`config.mk`:
```
export PLATFORM = sky130hd
export DESIGN_NAME = pipeline_ctrl_gen_flat
export DESIGN_NICKNAME = d
export VERILOG_FILES = /design/src/rtl/pipeline_ctrl_gen_pkg.sv /design/src/rtl/pipeline_ctrl_gen_if.sv /design/src/rtl/pipeline_ctrl_gen_stall_mask_gen.sv /design/src/rtl/pipeline_ctrl_gen.sv /design/src/flat_wrapper.sv
export SDC_FILE = /design/constraint.sdc
export NUM_CORES = 1
export LEC_CHECK = 0
export ABC_AREA = 1
export CELL_PAD_IN_SITES_DETAIL_PLACEMENT = 0
export CELL_PAD_IN_SITES_GLOBAL_PLACEMENT = 1
export CORE_ASPECT_RATIO = 1.5
export CORE_UTILIZATION = 34
export DETAILED_ROUTE_END_ITERATION = 7
export HOLD_SLACK_MARGIN = 0.1
export PLACE_DENSITY_LB_ADDON = 0.1
export SLEW_MARGIN = 20
export SYNTH_ARGS = -nofsm -noshare
export SYNTH_HDL_FRONTEND = slang
export SYNTH_HIERARCHICAL = 1
export SYNTH_SLANG_ARGS = --single-unit
```
`constraint.sdc`:
```
create_clock -name clk -period 1.6 [get_ports clk]
set_input_delay 0.16 -clock clk [delete_from_list [all_inputs] [get_ports clk]]
set_output_delay 0.16 -clock clk [all_outputs]
set_load 0.01 [all_outputs]
```
`src/rtl/pipeline_ctrl_gen_pkg.sv`:
```
// Shared definitions for the pipeline controller.
//  - exception codes (interrupt, ERET) and the register bus width
//  - controller state encoding
//  - watchdog saturation value (used when PIPE_CTRL_WDOG_EN is defined)
//  - sel_target(): maps an exception code to its redirect PC
package pipeline_ctrl_gen_pkg;

  localparam int unsigned REG_W = 32;

  localparam logic [31:0] EXC_INT  = 32'h0000_0001;
  localparam logic [31:0] EXC_ERET = 32'h0000_000E;

  localparam logic [15:0] PCTL_WDOG_MAX = 16'hFFFF;

  typedef enum logic [1:0] {
    PCTL_RUN   = 2'd0,
    PCTL_HOLD  = 2'd1,
    PCTL_FLUSH = 2'd2
  } pctl_state_e;

  // Interrupt -> int_vec, ERET -> epc, any other code -> exc_vec.
  // Unknown codes deliberately fall through to exc_vec.
  function automatic logic [REG_W-1:0] sel_target(
    input logic [31:0]      code,
    input logic [REG_W-1:0] epc,
    input logic [REG_W-1:0] int_vec,
    input logic [REG_W-1:0] exc_vec
  );
    if (code == EXC_INT)       return int_vec;
    else if (code == EXC_ERET) return epc;
    else                       return exc_vec;
  endfunction

endpackage

```
`src/rtl/pipeline_ctrl_gen_if.sv`:
```
// Pipeline <-> controller signal bundle.
//  master : pipeline side, drives stall requests, exception code and EPC;
//           receives stall vector, flush, redirect PC and busy.
//  slave  : controller side (pipeline_ctrl_gen).
interface pipeline_ctrl_gen_if
  import pipeline_ctrl_gen_pkg::*;
#(
  parameter int unsigned NSTAGE = 6
) ();

  logic [NSTAGE-1:0] stallreq_i;
  logic [31:0]       excepttype_i;
  logic [REG_W-1:0]  cp0_epc_i;
  logic [NSTAGE-1:0] stall;
  logic              flush;
  logic [REG_W-1:0]  new_pc;
  logic              busy_o;

  modport master (
    output stallreq_i, excepttype_i, cp0_epc_i,
    input  stall, flush, new_pc, busy_o
  );

  modport slave (
    input  stallreq_i, excepttype_i, cp0_epc_i,
    output stall, flush, new_pc, busy_o
  );

endinterface

```
`src/rtl/pipeline_ctrl_gen_stall_mask_gen.sv`:
```
// stall_mask_gen: priority encoder + thermometer mask, purely combinational.
//  req  in  NSTAGE  per-stage stall requests
//  mask out NSTAGE  bits 0..K set, K = highest set bit of req; 0 if none
module stall_mask_gen #(
  parameter int unsigned NSTAGE = 6
) (
  input  logic [NSTAGE-1:0] req,
  output logic [NSTAGE-1:0] mask
);

  logic acc;

  // Running OR from the top stage down: every stage at or below the
  // highest requester is frozen.
  always_comb begin
    acc  = 1'b0;
    mask = '0;
    for (int unsigned i = 0; i < NSTAGE; i++) begin
      acc                  = acc | req[NSTAGE-1-i];
      mask[NSTAGE-1-i]     = acc;
    end
  end

endmodule

```
`src/rtl/pipeline_ctrl_gen.sv`:
```
// pipeline_ctrl_gen: pipeline stall/flush controller.
//  Merges stage stall requests into a thermometer stall vector and turns
//  MEM exceptions into flush + redirect PC. An exception arriving during an
//  in-flight MEM stall is held (HOLD) until the bus access completes; flush
//  is stretched over FLUSH_CYC cycles (FLUSH).
// Ports:
//  clk            in   rising-edge clock
//  rst            in   asynchronous reset, active-low
//  bus            slave modport: stallreq_i, excepttype_i, cp0_epc_i in;
//                 stall, flush, new_pc, busy_o out
//  wdog_timeout_o out  only with `PIPE_CTRL_WDOG_EN: one-cycle pulse when a
//                 stall has persisted 65535 cycles
// Optional feature macro: PIPE_CTRL_WDOG_EN
module pipeline_ctrl_gen
  import pipeline_ctrl_gen_pkg::*;
#(
  parameter int unsigned      NSTAGE    = 6,
  parameter int unsigned      MEM_STAGE = 4,
  parameter int unsigned      FLUSH_CYC = 1,
  parameter logic [REG_W-1:0] INT_VEC   = 32'h0000_0020,
  parameter logic [REG_W-1:0] EXC_VEC   = 32'h0000_0040
) (
  input  logic                 clk,
  input  logic                 rst,
  pipeline_ctrl_gen_if.slave   bus
`ifdef PIPE_CTRL_WDOG_EN
  ,
  output logic                 wdog_timeout_o
`endif
);

  localparam int unsigned CNT_W = (FLUSH_CYC > 1) ? $clog2(FLUSH_CYC) : 1;
  localparam logic [NSTAGE-1:0] MEM_MASK =
    NSTAGE'((64'd1 << (MEM_STAGE + 1)) - 64'd1);

  pctl_state_e       state;
  logic [31:0]       code_q;
  logic [REG_W-1:0]  epc_q;
  logic [REG_W-1:0]  target_q;
  logic [CNT_W-1:0]  cnt_q;

  logic [NSTAGE-1:0] mask;
  logic              exc_now;
  logic              mem_busy;
  logic [REG_W-1:0]  run_target;
  logic [REG_W-1:0]  hold_target;

  stall_mask_gen #(.NSTAGE(NSTAGE)) u_mask (
    .req  (bus.stallreq_i),
    .mask (mask)
  );

  assign exc_now     = (bus.excepttype_i != '0);
  assign mem_busy    = bus.stallreq_i[MEM_STAGE];
  assign run_target  = sel_target(bus.excepttype_i, bus.cp0_epc_i, INT_VEC, EXC_VEC);
  // Deferred exception resolves from the values captured when it arrived.
  assign hold_target = sel_target(code_q, epc_q, INT_VEC, EXC_VEC);

  // Outputs are combinational so an exception in RUN flushes with zero
  // latency; the reset term forces all outputs low while rst is asserted.
  always_comb begin
    bus.stall  = mask;
    bus.flush  = 1'b0;
    bus.new_pc = '0;
    if (!rst) begin
      bus.stall = '0;
    end else begin
      unique case (state)
        PCTL_RUN: begin
          if (exc_now && !mem_busy) begin
            bus.flush  = 1'b1;
            bus.stall  = '0;
            bus.new_pc = run_target;
          end
        end
        PCTL_HOLD: begin
          if (mem_busy) begin
            bus.stall = mask | MEM_MASK;
          end else begin
            bus.flush  = 1'b1;
            bus.stall  = '0;
            bus.new_pc = hold_target;
          end
        end
        PCTL_FLUSH: begin
          bus.flush  = 1'b1;
          bus.stall  = '0;
          bus.new_pc = target_q;
        end
        default: ;
      endcase
    end
  end

  assign bus.busy_o = rst && (state != PCTL_RUN);

  always_ff @(posedge clk or negedge rst) begin
    if (!rst) begin
      state    <= PCTL_RUN;
      code_q   <= '0;
      epc_q    <= '0;
      target_q <= '0;
      cnt_q    <= '0;
    end else begin
      unique case (state)
        PCTL_RUN: begin
          if (exc_now) begin
            code_q <= bus.excepttype_i;
            if (mem_busy) begin
              epc_q <= bus.cp0_epc_i;
              state <= PCTL_HOLD;
            end else begin
              target_q <= run_target;
              if (FLUSH_CYC > 1) begin
                cnt_q <= CNT_W'(FLUSH_CYC - 1);
                state <= PCTL_FLUSH;
              end
            end
          end
        end
        PCTL_HOLD: begin
          if (!mem_busy) begin
            target_q <= hold_target;
            if (FLUSH_CYC > 1) begin
              cnt_q <= CNT_W'(FLUSH_CYC - 1);
              state <= PCTL_FLUSH;
            end else begin
              state <= PCTL_RUN;
            end
          end
        end
        PCTL_FLUSH: begin
          cnt_q <= cnt_q - 1'b1;
          if (cnt_q <= CNT_W'(1)) state <= PCTL_RUN;
        end
        default: state <= PCTL_RUN;
      endcase
    end
  end

`ifdef PIPE_CTRL_WDOG_EN
  logic [15:0] wcnt;

  always_ff @(posedge clk or negedge rst) begin
    if (!rst) begin
      wcnt           <= '0;
      wdog_timeout_o <= 1'b0;
    end else begin
      wdog_timeout_o <= 1'b0;
      if (bus.stall == '0 || bus.flush) begin
        wcnt <= '0;
      end else if (wcnt != PCTL_WDOG_MAX) begin
        wcnt <= wcnt + 16'd1;
        // Pulse on the cycle the counter reaches its ceiling, then hold there.
        if (wcnt == PCTL_WDOG_MAX - 16'd1) wdog_timeout_o <= 1'b1;
      end
    end
  end
`endif

endmodule
```
`src/flat_wrapper.sv`:
```
// flat-port wrapper written by rule: the top's interface ports become plain ports
module pipeline_ctrl_gen_flat import pipeline_ctrl_gen_pkg::*;
#(
  parameter int unsigned      NSTAGE    = 6,
  parameter int unsigned      MEM_STAGE = 4,
  parameter int unsigned      FLUSH_CYC = 1,
  parameter logic [REG_W-1:0] INT_VEC   = 32'h0000_0020,
  parameter logic [REG_W-1:0] EXC_VEC   = 32'h0000_0040
)
  (clk, rst, bus_stallreq_i, bus_excepttype_i, bus_cp0_epc_i, bus_stall, bus_flush, bus_new_pc, bus_busy_o);
  pipeline_ctrl_gen_if #(.NSTAGE(NSTAGE)) bus_i ();
  input  logic clk;
  input  logic rst;
  input wire logic [$bits(bus_i.stallreq_i)-1:0] bus_stallreq_i;
  input wire logic [$bits(bus_i.excepttype_i)-1:0] bus_excepttype_i;
  input wire logic [$bits(bus_i.cp0_epc_i)-1:0] bus_cp0_epc_i;
  output wire logic [$bits(bus_i.stall)-1:0] bus_stall;
  output wire logic [$bits(bus_i.flush)-1:0] bus_flush;
  output wire logic [$bits(bus_i.new_pc)-1:0] bus_new_pc;
  output wire logic [$bits(bus_i.busy_o)-1:0] bus_busy_o;
  assign bus_i.stallreq_i = bus_stallreq_i;
  assign bus_i.excepttype_i = bus_excepttype_i;
  assign bus_i.cp0_epc_i = bus_cp0_epc_i;
  assign bus_stall = bus_i.stall;
  assign bus_flush = bus_i.flush;
  assign bus_new_pc = bus_i.new_pc;
  assign bus_busy_o = bus_i.busy_o;
  pipeline_ctrl_gen #(.NSTAGE(NSTAGE), .MEM_STAGE(MEM_STAGE), .FLUSH_CYC(FLUSH_CYC), .INT_VEC(INT_VEC), .EXC_VEC(EXC_VEC)) u_core (.clk(clk), .rst(rst), .bus(bus_i));
endmodule
```
==> metrics.cfg, run 1 <==
[outcome]
status = complete, but fails checks
violations = setup timing

[timing]
finalClockSkew_ns = 0.002447
hold_viol = 0
setup_ws_ns = -0.5858
tightest_slew_ns = 0.5771
maxSlewViolCount = 0
finalSetupViolCount = 40
period_needed_ns = 2.186
rsz0062_at_grt = true
fmax_mhz = 457.5
fin_crit_sh = 1.366
setup_tns_ns = -18.14
maxSlewHeadroom = 0.6153
fin_hold_ws_ns = 0.1424

[synth]
ys_ff_latch = 65
synth_commonest_cells = nand2_1 (265), nor2_1 (94), dfrtp_1 (65)
seq_area_frac_synth = 0.3847
async_flop_share = 1.000
yosysMostFrequentCell = nand2_1
yosysWarnings = 6
synthesis.area_um2 = 4228
synth_edf_count = 0
yosys.area.top_type = dfrtp_1
avgSynthCellArea_um2 = 6.606
synthesis.nets = 712
yosys-top-cells-area = dfrtp_1 (38%), nand2_1 (24%), nor2_1 (8.3%)
synth_top_area_frac = 0.3847
synth_cell_types = 27
synthCells = 640
synth_flop_cell = dfrtp_1

[placement]
port_buffers = 111
place_area_um2 = 6021
hpwl_um = 9259
place_ws_ns = -1.044
place_inst = 954
place_congestion = 0.8165

[worst_hold_path]
hold_depth = 3
hold_path.class = in -> reg

[setup_path]
path_class = reg -> out
worstPathArrival_ns = 2.03
cp-start-kind = flip-flop
crit_fanout = 4
required_ns = 1.44
crit_path_end_kind = output port
ff2ff_path_depth = 9

[global_routing]
grt_max_degree = 45
track_usage = 0.2074
grtUsageMet3 = 0.03344
grt_pass1_wl_um = 21070
grt.busiest_layer = met2
grt_use_met2 = 0.3827
met1_usage = 0.2391
grt_pass1_vias = 4359
grt_overflow_total = 0
grt_antenna_before_repair = 0

[routing]
wl_per_cell_um = 12.71
via_per_inst = 4.510
routed_wl_um = 12710
firstDrtPassIters = 4
drcViolationCount = 0
ant_nets = 0
num_vias = 4510
drtIter0Drc = 138

[floorplan]
die_area_um2 = 12890
io_pins = 112
initial_core_util = 0.3500
core_um2 = 12080
die-height_um = 138.6
rows = 49
fp.dieW_um = 93.05

[final_layout]
design_area_um2 = 6736
antenna_cells = 0
syn2layout_area_growth_pct = 59.34
nNetsFinal = 916
layout.cells.non_filler = 1000
drive_above_1_share = 0.3306

[clocking]
clk_path_buf_depth = 2
cts_made_buffers = 9
htreeDepth = 3
insertion_delay_ns = 0.32
cts_root_buf = clkbuf_16
cts_tree = done
cts.sinks = 65
path_clk_slew_ns = 0.05

[power_and_ir_drop]
power_density_nw_per_um2 = 706.6
p_leak_nw = 3.482
ir_worst_vdd_v = 0.0006435

[flow_run]
maxCapViolCount = 0

-- placed cells by master (no fill, tap or decap), drive strengths merged --
cell type	count
o21a	1
inv	60
buf	153
nand2	269
clkdlybuf4s15	20
dlygate4sd2	2
dlymetal6s4s	1
nand3b	1
nand3	37
nand4	2
nor2	123
clkbuf	14
nor3	1
a21oi	12
o21ai	37
dfrtp	65
dlygate4sd3	11
clkdlybuf4s50	38
-- path summary, 6_finish.rpt --
| check | from | to | slack [ns] |
|---|---|---|---|
| max in group asynchronous | rst | u_core/code_q[27]$_DFFE_PN0P_ | 0.78 |
| min | bus_excepttype_i[26] | u_core/code_q[26]$_DFFE_PN0P_ | 0.14 |
| min reg2reg | u_core/code_q[4]$_DFFE_PN0P_ | u_core/code_q[4]$_DFFE_PN0P_ | 0.47 |
| max reg2reg | u_core/state[0]$_DFFE_PN0P_ | u_core/epc_q[25]$_DFFE_PN0P_ | 0.07 |
| max | u_core/code_q[13]$_DFFE_PN0P_ | bus_new_pc[3] | -0.59 |
| min in group asynchronous | rst | u_core/epc_q[1]$_DFFE_PN0P_ | 0.24 |
-- kinds of logic (layout without fill, tap and decap cells) --
kind of cell    after synthesis  after routing  share of synthesized area
compound gates               50             50                    0.05978
buf+inv                      92            299                     0.1065
simple gates                433            433                     0.4489
flops                        65             65                     0.3847
-- area by class of cell --
class                           instances  area [um^2]
Fill cell                            1179         5341
Tap cell                              153        191.4
Inverter                               60        232.7
Timing Repair Buffer                  225         1978
Multi-Input combinational cell        483         2444
Clock buffer                           14        264.0
Sequential cell                        65         1627
-- where the power goes --
| part | leakage, nW | internal, mW | switching [mW] | total (mW) |
|---|---|---|---|---|
| sequential | 0.796 | 1.82 | 0.107 | 1.93 |
| clock | 0.129 | 1.12 | 0.650 | 1.77 |
| combinational | 2.56 | 0.533 | 0.531 | 1.06 |
-- worst max-delay path: stages (launching register included) --
cell and delay, ns:
dfrtp_1 0.38, nor2_1 0.10, nand2_1 0.10, nor2_4 0.18, buf_4 0.13, buf_6 0.09
inv_2 0.03, nor2_4 0.08, nand2_2 0.10, nor2_1 0.11, nand2_1 0.07, a21oi_2 0.17
buf_2 0.16
-- metal layers --
layer / vias to the layer above / part of all wire
li1: 2348 / -
met3: 22 / 0.041
met5: - / 0
met2: 100 / 0.54
met1: 2040 / 0.40
met4: 0 / 0.021
-- sequential cells by signal, indices dropped and copies added (netlist names) --
| name | count |
|---|---|
| u_core/code_q | 32 |
| u_core/epc_q | 32 |
| u_core/state | 1 |
-- stage by stage --
step	utilization	total power, mW
after floorplan	-	2.367
after global placement	0.4985	2.916
after detailed placement	0.4985	2.942
after CTS	0.5422	4.762
after global routing	0.5578	5.041
final	0.5578	4.760
-- repair_timing --
| item | CTS | global route |
|---|---|---|
| endpoints found under the setup margin | 104 | 100 |
| hold buffers | 12 | 0 |
| resized for setup | 322 | 42 |
| endpoints found under the hold margin | 76 | 0 |
| buffers inserted | 14 | 8 |
| cloned | 1 | 0 |
| pin swaps | 44 | 26 |
(Power assumes the default switching activity.)
==> run 2: changes to the inputs <==
--- a/config.mk
+++ b/config.mk
@@ -9,7 +9,7 @@
 export CELL_PAD_IN_SITES_DETAIL_PLACEMENT = 0
 export CELL_PAD_IN_SITES_GLOBAL_PLACEMENT = 1
 export CORE_ASPECT_RATIO = 1.5
-export CORE_UTILIZATION = 34
+export CORE_UTILIZATION = 37
 export DETAILED_ROUTE_END_ITERATION = 7
 export HOLD_SLACK_MARGIN = 0.1
 export PLACE_DENSITY_LB_ADDON = 0.1
==> constraint.sdc (replaced) <==
create_clock -name clk -period 2.8 [get_ports clk]
set_input_delay 0.28 -clock clk [delete_from_list [all_inputs] [get_ports clk]]
set_output_delay 0.28 -clock clk [all_outputs]
set_load 0.01 [all_outputs]
==> run 2 against run 1 <==
Effect of this change:
- the run now ends clean
- wire length decreased by 7.6%
- sequential share of layout area rose by 3.4 points
- final area down 12%
- final cell count is 9.8% lower
- critical path type is now in -> out
==> metrics.cfg, run 2 (synthesized netlist as in run 1, its figures left out) <==
[setup_path]
rr_startpoint = u_core/state[0]$_DFFE_PN0P_
crit_buf_inv = 3
required_ns = 2.52
crit_family = buffers and inverters
cpPeakStageDelay_ns = 0.58
cp-start-kind = input pin
cpMaxStageDelayCell = clkdlybuf4s50_1
crit_path_end_kind = output port
ff2ff_setup_slack_ns = 1.15
worstPathArrival_ns = 2.41
r2r_end = u_core/epc_q[17]$_DFFE_PN0P_
path_class = in -> out
crit_chain = clkdlybuf4s50_1 -> nor2_2 -> nand2_1 -> nor2_1 -> nand2_2 -> nor2_8 -> buf_4 -> nor2_8 -> nand3_1 -> a21oi_1 -> clkdlybuf4s50_1
ff2ff_path_depth = 5
critPathLaunch = bus_excepttype_i[2]
crit_fanout = 13

[clocking]
path_clk_slew_ns = 0.05
cts_tree = done
cts.sinks = 65
cts_made_buffers = 9
post-cts-setup-buffer-count = 0
cts_root_buf = clkbuf_16
insertion_delay_ns = 0.33
htreeDepth = 3
clk_path_buf_depth = 2

[timing]
maxSlewViolCount = 0
period_needed_ns = 2.691
fmax_mhz = 371.6
hold_viol = 0
setup_ws_ns = 0.1087
finalClockSkew_ns = 0.003105
tightest_slew_ns = 0.6223
maxSlewHeadroom = 0.5852
finalSetupViolCount = 0
fin_crit_sh = 0.9612
fin_hold_ws_ns = 0.2888

[routing]
routed_wl_um = 11740
via_per_inst = 4.629
drtIter0Drc = 199
drcViolationCount = 0
ant_nets = 0
wl_per_cell_um = 13.02
firstDrtPassIters = 7
num_vias = 4175

[placement]
place_area_um2 = 5455
place_congestion = 0.8321
place_ws_ns = -0.01057
hpwl_um = 8328
port_buffers = 111

[global_routing]
grt_max_degree = 64
track_usage = 0.2107
grt_pass1_wl_um = 18960
grt_pass1_vias = 3854
grt_antenna_before_repair = 0
grt_overflow_total = 0

[final_layout]
design_area_um2 = 5913
mostFrequentLayoutCells = nand2_1 (263), nor2_1 (84), clkdlybuf4s50_1 (83)
final_common_cell = nand2_1
syn2layout_area_growth_pct = 39.86
drive_above_1_share = 0.1272
nNetsFinal = 822
antenna_cells = 0
reg_top3 = u_core/code_q x32, u_core/epc_q x32, u_core/state x1

[floorplan]
die-height_um = 132.9
rows = 47
io_pins = 112
initial_core_util = 0.3824
die_area_um2 = 11870
core_um2 = 11060
fp.dieW_um = 89.28

[outcome]
status = complete, no violations

[worst_hold_path]
hold_path.class = in -> reg
hp-start = bus_excepttype_i[3]
min_to = u_core/code_q[3]$_DFFE_PN0P_
hold_depth = 3

[power_and_ir_drop]
p_int_mw = 1.971
switching_share = 0.2665
p_leak_nw = 3.300
p_sw_uw = 716.1
combPwrFrac = 0.177
ir_worst_vdd_v = 0.0002633
power_density_nw_per_um2 = 454.5
seq_power_share = 0.409
clockPowerShare = 0.414

[flow_run]
maxCapViolCount = 0

-- run 2: cell types whose count changed in the layout (fill, tap and decap cells not counted), moves of 9 or more --
| cell | delta |
|---|---|
| dlymetal6s2s_1 | +27 |
| nand2_1 | +13 |
| buf_4 | -62 |
| nand2_2 | -11 |
| nor2_4 | -13 |
| buf_2 | -42 |
| dlygate4sd3_1 | -10 |
| buf_6 | -22 |
| nand3_1 | +10 |
| clkdlybuf4s15_1 | -15 |
| clkdlybuf4s50_1 | +45 |
| nor2_1 | +15 |
| nand3_2 | -9 |
-- run 2: area by class of cell --
cell class | instances | area [um^2]
flip-flops and latches | 65 | 1627
inverters | 60 | 227.7
clock inverters | 3 | 40.04
fillers | 1164 | 5142
well taps | 147 | 183.9
multi-input cells | 483 | 2208
clock buffers | 13 | 250.2
repair buffers | 131 | 1376
-- run 2: worst min-delay path, delay by kind of cell --
| family | cells | cell delay [ns] |
|---|---|---|
| simple gates | 2 | 0.13 |
| buf+inv | 1 | 0.17 |
-- run 2: power groups by stage --
stage	clock network (mW)	logic, mW	registers [mW]
after global routing	1.17	0.538	1.11
after floorplan	0	0.255	1.10
after global placement	0	0.471	1.11
final	1.11	0.476	1.10
after detailed placement	0	0.476	1.11
after CTS	1.14	0.479	1.10
-- run 2: how the worst max path moves through the flow --
| stage | to | depth (start not counted) |
|---|---|---|
| 4_1_cts | bus_new_pc[4] | 10 |
| 3_5_place_dp | bus_new_pc[5] | 12 |
| 2_1_floorplan | bus_new_pc[28] | 9 |
| 6_report | bus_new_pc[31] | 11 |
| 5_1_grt | bus_stall[4] | 11 |
| 3_3_place_gp | bus_new_pc[5] | 12 |
-- run 2: metrics by stage --
stage / std cells / TNS (ns) / utilization / power, mW
after floorplan: 640 / 0 / - / 1.353
after global placement: 884 / -0.2333 / 0.4934 / 1.580
after detailed placement: 884 / -0.01822 / 0.4934 / 1.590
after CTS: 901 / 0 / 0.5208 / 2.716
after global routing: 902 / -0.001247 / 0.5349 / 2.822
final: 902 / 0 / 0.5349 / 2.688
-- run 2: timing repair --
action,in CTS,in global routing
cloned,0,1
hold buffers,1,0
hold endpoints to repair,18,0
gates resized for setup,1,45
pin swaps,0,1
endpoints found under the setup margin,2,37
-- run 2: layer usage --
metal  global-route usage  wire, um  vias up
li1                     -         -     2164
met5                    0         0        -
met3              0.04554       622       19
met1               0.2606      4965     1879
met2               0.3503      5859      113
met4              0.08466       297        0
==> run 3: changes to the inputs <==
--- a/config.mk
+++ b/config.mk
@@ -9,6 +9,7 @@
 export CELL_PAD_IN_SITES_DETAIL_PLACEMENT = 0
 export CELL_PAD_IN_SITES_GLOBAL_PLACEMENT = 1
 export CORE_ASPECT_RATIO = 1.5
+export CORE_MARGIN = 2
 export CORE_UTILIZATION = 37
 export DETAILED_ROUTE_END_ITERATION = 7
 export HOLD_SLACK_MARGIN = 0.1
==> run 3 against run 2 <==
Effect of this change:
- first-iteration DRC count down 20%
- clock-buffer cell count down 2
- global-route usage down 0.81 points
- via count down 0.17%
- maximum frequency up 0.95%
- hold slack better by 0.18 ns
- clock power about the same
- clock skew about the same
- wire length up 1.5%
- critical path depth unchanged
- worst setup slack better by 0.025 ns
- critical path type unchanged
- critical endpoint is now bus_stall[5]
==> metrics.cfg, run 3 (synthesized netlist as in run 1, its figures left out) <==
[placement]
hpwl_um = 8388
place_area_um2 = 5475
place_inst = 883
place_congestion = 0.7835
port_buffers = 111

[flow_run]
maxCapViolCount = 0

[global_routing]
grt_max_degree = 64
grt_use_met2 = 0.3782
grt_pass1_wl_um = 19900
grtUsageMet3 = 0.04353
grt_antenna_before_repair = 0
grt_overflow_total = 0
track_usage = 0.2027
met1_usage = 0.2294
grt.busiest_layer = met2
grt_pass1_vias = 4229

[setup_path]
rr_startpoint = u_core/state[0]$_DFFE_PN0P_
ff2ff_path_depth = 5
required_ns = 2.52
crit_fanout = 6
crit_path_end_kind = output port
ff2ff_setup_slack_ns = 1.03
path_class = in -> out
cp-start-kind = input pin
r2r_end = u_core/epc_q[6]$_DFFE_PN0P_
worstPathArrival_ns = 2.39

[timing]
finalSetupViolCount = 0
period_needed_ns = 2.666
fmax_mhz = 375.1
maxSlewHeadroom = 0.5884
rsz0062_at_grt = false
setup_tns_ns = 0
fin_hold_ws_ns = 0.4686
hold_viol = 0
fin_crit_sh = 0.9521
maxSlewViolCount = 0
tightest_slew_ns = 0.6166
finalClockSkew_ns = 0.003339

[final_layout]
nNetsFinal = 821
reg_top3 = u_core/code_q x32, u_core/epc_q x32, u_core/state x1
n_fill_cell = 1143
syn2layout_area_growth_pct = 39.92
design_area_um2 = 5916
antenna_cells = 0
final_common_cell = nand2_1
final-seq-area_um2 = 1627
mostFrequentLayoutCells = nand2_1 (265), nor2_1 (91), clkdlybuf4s50_1 (76)
drive_above_1_share = 0.1167
layout.cells.non_filler = 901
multi_input_area_um2 = 2173

[routing]
routed_wl_um = 11920
ant_nets = 0
drcViolationCount = 0
wl_per_cell_um = 13.23
via_per_inst = 4.626
firstDrtPassIters = 4
drtIter0Drc = 159
num_vias = 4168

[worst_hold_path]
hold_depth = 2
hp-start = u_core/code_q[4]$_DFFE_PN0P_
hold_path.class = reg -> reg
min_to = u_core/code_q[4]$_DFFE_PN0P_

[clocking]
post-cts-setup-buffer-count = 0
htreeDepth = 3
cts_made_buffers = 9
insertion_delay_ns = 0.32
path_clk_slew_ns = 0.05
cts_tree = done
cts_root_buf = clkbuf_16
clk_path_buf_depth = 2
cts.sinks = 65

[floorplan]
rows = 47
die_area_um2 = 12320
die-height_um = 134.9
initial_core_util = 0.3804
fp.dieW_um = 91.28
io_pins = 112
core_um2 = 11110

[outcome]
status = complete, no violations

[power_and_ir_drop]
p_leak_nw = 3.396
power_density_nw_per_um2 = 452.4
ir_worst_vdd_v = 0.0003203

-- run 3: changes by cell type in the layout (fill, tap and decap cells not counted), sizes merged --
cell           previous run  this run
clkbuf                   14        12
dlymetal6s2s             27        33
clkinvlp                  0         2
clkdlybuf4s50            83        76
buf                      19        18
dlygate4sd2               0         1
-- run 3: metal layers --
layer | part of all wire | vias to the layer above
met2 | 0.53 | 89
met1 | 0.41 | 1910
met4 | 0.016 | 0
met3 | 0.045 | 15
met5 | 0 | -
li1 | - | 2154
-- run 3: report_power, final --
part	internal, mW	total [mW]	switching (mW)
Sequential	1.04	1.10	0.0569
Combinational	0.217	0.471	0.254
Clock	0.709	1.11	0.398
Total	1.97	2.68	0.710
-- run 3: area by class of cell --
type | count | area share
multi-input cells | 483 | 0.3674
flip-flops and latches | 65 | 0.2750
repair buffers | 130 | 0.2377
clock buffers | 11 | 0.04103
inverters | 60 | 0.03849
well taps | 147 | 0.03109
clock inverters | 5 | 0.009306
-- run 3: critical path, stage by stage --
cell             delay [ns]
clkdlybuf4s50_1        0.43
nor2_1                 0.16
nand2_1                0.11
nor2_4                 0.13
nand2_4                0.09
nor2_8                 0.14
nor2_4                 0.05
nor2_2                 0.10
nand2_1                0.17
nor2_1                 0.14
clkdlybuf4s50_1        0.57
-- run 3: worst max-delay path by stage --
stage	depth (start not counted)	from	end	slack, ns
after floorplan	9	u_core/code_q[7]$_DFFE_PN0P_	bus_new_pc[28]	1.09
after global placement	14	bus_excepttype_i[29]	bus_new_pc[0]	-0.08
after detailed placement	14	bus_excepttype_i[29]	bus_new_pc[0]	-0.08
after CTS	10	u_core/code_q[17]$_DFFE_PN0P_	bus_new_pc[31]	0.006
after global routing	11	bus_excepttype_i[0]	bus_stall[5]	0.008
final	11	bus_excepttype_i[29]	bus_stall[5]	0.13
-- run 3: timing repair --
action / CTS / global route
hold buffers: 1 / 0
gates resized for setup: 3 / 38
endpoints found under the hold margin: 27 / 0
gates cloned: 0 / 1
pin swaps: 0 / 1
endpoints found under the setup margin: 35 / 36
-- run 3: stage by stage --
| step | util | setup slack (ns) | total power, mW |
|---|---|---|---|
| global placement | 0.4926 | -0.07668 | 1.581 |
| global route | 0.5323 | 0.008477 | 2.823 |
| CTS | 0.5209 | 0.006449 | 2.716 |
| detailed placement | 0.4926 | -0.07773 | 1.592 |
| floorplan | - | 1.088 | 1.353 |
| finish | 0.5323 | 0.1341 | 2.676 |
